==> src/rtl/pipe_ctrl_pkg.sv <==
// Shared types and helpers for the pipeline stall/flush sequencer.
// State encoding, default mul/div latencies and a saturating adder.
package pipe_ctrl_pkg;

    typedef enum logic {
        RUN     = 1'b0,
        MD_WAIT = 1'b1
    } md_state_e;

    localparam int DEF_MUL_CYCLES = 4;
    localparam int DEF_DIV_CYCLES = 32;

    // Operands are widened to 64 bits so one helper serves any statistic width up to 64.
    function automatic logic [63:0] sat_add(input logic [63:0] a,
                                            input logic [63:0] b,
                                            input logic [63:0] max);
        logic [63:0] sum;
        sum = a + b;
        if (sum > max || sum < a)
            return max;
        return sum;
    endfunction

endpackage

==> src/rtl/md_latency_counter.sv <==
// Mul/div latency down-counter: load, decrement, hold, zero flag.
module md_latency_counter #(
    parameter int CNT_WIDTH = 6
) (
    input  logic                 clk,
    input  logic                 rst,
    input  logic                 hold,
    input  logic                 load,
    input  logic                 dec,
    input  logic [CNT_WIDTH-1:0] load_val,
    output logic [CNT_WIDTH-1:0] cnt,
    output logic                 zero
);

    always_ff @(posedge clk or negedge rst) begin
        if (!rst)
            cnt <= '0;
        else if (hold)
            cnt <= cnt;
        else if (load)
            cnt <= load_val;
        else if (dec && cnt != '0)
            cnt <= cnt - 1'b1;
    end

    assign zero = (cnt == '0);

endmodule

==> src/rtl/pipeline_control_unit.sv <==
// Central stall/flush sequencer for the 5-stage pipeline: prioritised hazard
// requests -> per-stage enables/flushes, mul/div wait FSM, stall statistic.
module pipeline_control_unit
    import pipe_ctrl_pkg::*;
#(
    parameter int MUL_CYCLES = DEF_MUL_CYCLES,
    parameter int DIV_CYCLES = DEF_DIV_CYCLES,
    parameter int CNT_WIDTH  = 6,
    parameter int STAT_WIDTH = 32
) (
    input  logic                  clk,
    input  logic                  rst,
    input  logic                  ld_use_hazard,
    input  logic                  branch_taken,
    input  logic                  md_start,
    input  logic                  md_is_div,
    input  logic                  dmem_wait,
    output logic                  pc_write,
    output logic                  ifid_write,
    output logic                  ifid_flush,
    output logic                  idex_write,
    output logic                  idex_flush,
    output logic                  exmem_write,
    output logic                  exmem_flush,
    output logic                  memwb_flush,
    output logic                  md_busy,
    output logic                  md_done,
    output logic [STAT_WIDTH-1:0] stall_count
);

    md_state_e            state, state_nxt;
    logic                 cnt_load, cnt_dec, cnt_zero;
    logic [CNT_WIDTH-1:0] cnt, cnt_init;

    assign cnt_init = md_is_div ? CNT_WIDTH'(DIV_CYCLES - 1) : CNT_WIDTH'(MUL_CYCLES - 1);

    md_latency_counter #(.CNT_WIDTH(CNT_WIDTH)) u_cnt (
        .clk      (clk),
        .rst      (rst),
        .hold     (dmem_wait),
        .load     (cnt_load),
        .dec      (cnt_dec),
        .load_val (cnt_init),
        .cnt      (cnt),
        .zero     (cnt_zero)
    );

    always_comb begin
        pc_write    = 1'b1;
        ifid_write  = 1'b1;
        ifid_flush  = 1'b0;
        idex_write  = 1'b1;
        idex_flush  = 1'b0;
        exmem_write = 1'b1;
        exmem_flush = 1'b0;
        memwb_flush = 1'b0;
        md_done     = 1'b0;
        cnt_load    = 1'b0;
        cnt_dec     = 1'b0;
        state_nxt   = state;
        if (dmem_wait) begin
            pc_write    = 1'b0;
            ifid_write  = 1'b0;
            idex_write  = 1'b0;
            exmem_write = 1'b0;
            memwb_flush = 1'b1;
        end else if ((state == RUN && md_start) || (state == MD_WAIT && !cnt_zero)) begin
            pc_write    = 1'b0;
            ifid_write  = 1'b0;
            idex_write  = 1'b0;
            exmem_write = 1'b0;
            exmem_flush = 1'b1;
            if (state == RUN) begin
                cnt_load  = 1'b1;
                state_nxt = MD_WAIT;
            end else begin
                cnt_dec = 1'b1;
            end
        end else if (state == MD_WAIT) begin
            // Result ready: EX advances this cycle; branch/load-use re-presented next cycle.
            md_done   = 1'b1;
            state_nxt = RUN;
        end else if (branch_taken) begin
            ifid_flush = 1'b1;
            idex_flush = 1'b1;
        end else if (ld_use_hazard) begin
            pc_write   = 1'b0;
            ifid_write = 1'b0;
            idex_flush = 1'b1;
        end
    end

    always_ff @(posedge clk or negedge rst) begin
        if (!rst) begin
            state   <= RUN;
            md_busy <= 1'b0;
        end else begin
            state   <= state_nxt;
            md_busy <= (state_nxt == MD_WAIT);
        end
    end

    always_ff @(posedge clk or negedge rst) begin
        if (!rst)
            stall_count <= '0;
        else if (!pc_write)
            stall_count <= STAT_WIDTH'(sat_add(64'(stall_count), 64'd1, 64'({STAT_WIDTH{1'b1}})));
    end

endmodule

==> config.mk <==
export PLATFORM = sky130hd
export DESIGN_NAME = pipeline_control_unit
export DESIGN_NICKNAME = d
export VERILOG_FILES = /design/src/rtl/pipe_ctrl_pkg.sv /design/src/rtl/md_latency_counter.sv /design/src/rtl/pipeline_control_unit.sv
export SDC_FILE = /design/constraint.sdc
export NUM_CORES = 1
export LEC_CHECK = 0
export BUFFER_PORTS_ARGS = -buffer_cell sky130_fd_sc_hd__buf_2
export CORE_MARGIN = 3
export CORE_UTILIZATION = 29
export DETAILED_ROUTE_END_ITERATION = 6
export GPL_TIMING_DRIVEN = 0
export PLACE_DENSITY_LB_ADDON = 0.12
export SYNTH_ARGS = -nofsm -noshare
export SYNTH_HDL_FRONTEND = slang
export SYNTH_SLANG_ARGS = --single-unit
==> constraint.sdc <==
create_clock -name clk -period 8.1 [get_ports clk]
set_input_delay 0.405 -clock clk [delete_from_list [all_inputs] [get_ports clk]]
set_output_delay 0.405 -clock clk [all_outputs]
set_load 0.03 [all_outputs]
==> metrics.yaml <==
outcome: "finished, final reports clean"
synth_seq_cells: 39
fill_cells: 1218
place_ws_ps: 3230
clkPwrFrac_pct: 17.1
p_seq_share_pct: 23.4
antenna_found_initial: 0
place_area_um2: 3880
synth.cell_area_um2: 3460
internal-power_uw: 773
cts-hold-fix-buffers: 0
synth_top_area_share_pct: 28.2
p_sw_uw: 803
synthTopCellsByCount: "nor2_1 (41), dfrtp_1 (39), nand2_1 (32)"
post_drt_wl_per_cell_um: 17.6
areaGrowthSynthToFinish_pct: 17.7
layout_min_cycle_time_ps: 4880
drt-initial-drc-count: 160
rsz0062_at_grt: "false"
synthAdderAreaFrac_pct: 7.23
synth.area.top_cells: "dfrtp_1 (28%), ha_1 (7.2%), a211o_1 (6.1%)"
vias_per_cell: 5.38
post-cts-setup-buffers: 0
core_area_um2: 11500
synth.most_common_cell: "nor2_1"
ant_nets: 0
max_freq_mhz: 205
synth_ff_type: "dfrtp_1"
slew_headroom_pct: 35.8
finalMaxSlewViolations: 0
yosysWarnings: 0
synth.distinct_cells: 64
synthMuxAreaShare_pct: 0.579
combPwrFrac_pct: 59.5
sw_frac_of_total_pct: 51.0
required_ps: 8290
irDropWorstVdd_uv: 120
min_path_type: "in -> async"
overflow: 0
synth_area_per_cell_um2: 8.44
finalWirelength_mm: 10.7
cts_resized: 0
synthCells: 410
dieArea_um2: 13300
finalSetupTns_ps: 0
r2r_slack_ps: 3220
p_per_area_nw_per_um2: 387
cts_sinks: 39
clock_latency_ps: 300
layout-drive-gt1-share_pct: 20.6
die_height_um: 115
dp_hpwl_mm: 8.07
seq_area_frac_synth_pct: 28.2
synth-xor-area-share_pct: 8.61
grt.total_usage_pct: 16.6
rr_worst_depth: 15
fin_hold_ws_ps: 258
stdcell_area_um2: 4070
synthSimpleGateAreaFrac_pct: 24.4
hold_viol_final: 0
finalWorstSetupSlack_ps: 3220
async_reset_ff_share_pct: 100
die_w_um: 115
gp_congestion: 0.852
synthesis.nets: 437
path_class: "reg -> reg"
layout.nets: 492
clock_tree.buffer_depth: 2
cts_tree: "built"
first_pass_iters: 5
drc: 0
worstSetupEndpointType: "register"
total_power_uw: 1580
grt_pass1_wl_mm: 17.2
drv_cap: 0
start_util_pct: 30.0
setup_viol: 0
critPathLaunchType: "register"
ios: 49
synth_edf_count: 0
grt_max_degree: 40
arrival_ps: 5070
synth_top_cell_by_area: "dfrtp_1"
portBuffers: 48
htree_levels: 2
worst_slew_pin_slew_ps: 963
root_buffer: "clkbuf_16"
fin_skew_ps: 3.67
synth_top_family_by_area: "simple AND/OR/NAND/NOR gates"
vias: 3276
numCtsBuffers: 5
p_leak_uw: 0.00173
path_max_fanout: 10
rows: 39
antenna_cells: 0
grt_pass1_vias: 3244
synth_compound_area_share_pct: 23.8
final.period_utilization_pct: 60.3
clkTransAtPathRegs_ps: 60
power groups by stage:
stage               clock [uW]  sequential, uW  combinational, uW
floorplan                    0             445                611
global placement             0             370                938
detailed placement           0             372                937
CTS                        276             369                940
global route               281             382               1040
finish                     270             368                938
through the flow:
step           std cells  util [%]
2_1_floorplan        410         -
3_3_place_gp         601      33.7
3_5_place_dp         601      33.7
4_1_cts              609      35.4
5_1_grt              609      35.4
6_report             609      35.4
sequential cells by signal, indices dropped and copies added, names as in the netlist:
signal	count
u_cnt.cnt	6
state	1
stall_count	32
routing by layer:
| layer | part of all wire, % | up-vias | track usage (%) |
|---|---|---|---|
| met5 | 0 | - | 0 |
| met2 | 44 | 75 | 25.6 |
| met3 | 4.5 | 18 | 2.79 |
| li1 | - | 1613 | - |
| met1 | 49 | 1570 | 23.3 |
| met4 | 2.2 | 0 | 5.95 |
critical path, cell delays in order, from the launching register on:
cell and delay [ps]:
dfrtp_1 520, nand3_4 210, or3_1 380, clkbuf_1 200, nor4_1 560, and3_1 260
nand3_1 130, nor3_1 220, ha_1 320, xnor2_1 180, or4_1 580, nor4b_1 330
nand2_1 130, a31o_1 200, buf_2 210, a211o_1 320
kinds of logic (layout without fill, tap and decap cells):
kind of cell               after synthesis  in the layout
and+or+nand+nor                        154            154
AOI/OAI and AO/OA                      107            107
buffers and inverters                   54            110
DFF                                     39             39
xor gates and xnor gates                34             34
adders and majority gates               20             20
muxes                                    2              2
path summary, 6_finish.rpt:
kind,end,startpoint
max reg2reg,stall_count[17],stall_count[4]
min,stall_count[13],rst
max,stall_count[17],stall_count[4]
max in group asynchronous,stall_count[27],rst
min in group clk,u_cnt.cnt[4],md_is_div
min reg2reg,u_cnt.cnt[0],u_cnt.cnt[0]
cell usage in the layout, fill, tap and decap left out, drive strengths merged, types with 3 or more instances in the layout:
cell type / n
and2: 3
or4: 3
nor4b: 3
ha: 20
clkbuf: 13
a21oi: 26
nand4: 10
nor2b: 4
a211o: 24
o211ai: 14
nand3: 11
o21a: 4
inv: 27
nor2: 41
o21ai: 9
nor4: 8
buf: 66
xnor2: 19
o31ai: 4
a31oi: 6
or3: 5
xor2: 15
nor3: 15
and3: 7
dfrtp: 39
nand2: 32
layout make-up:
type                            count  area, um^2  area share [%]
Sequential cell                    39         976            24.0
Inverter                           28         105            2.58
Clock buffer                        5         125            3.07
Timing Repair Buffer               48         240            5.90
Multi-Input combinational cell    317        2230            54.9
Buffer                             26         144            3.53
Clock inverter                      3        67.6            1.66
Tap cell                          143         179            4.39
Power figures use the tool's default switching activity.
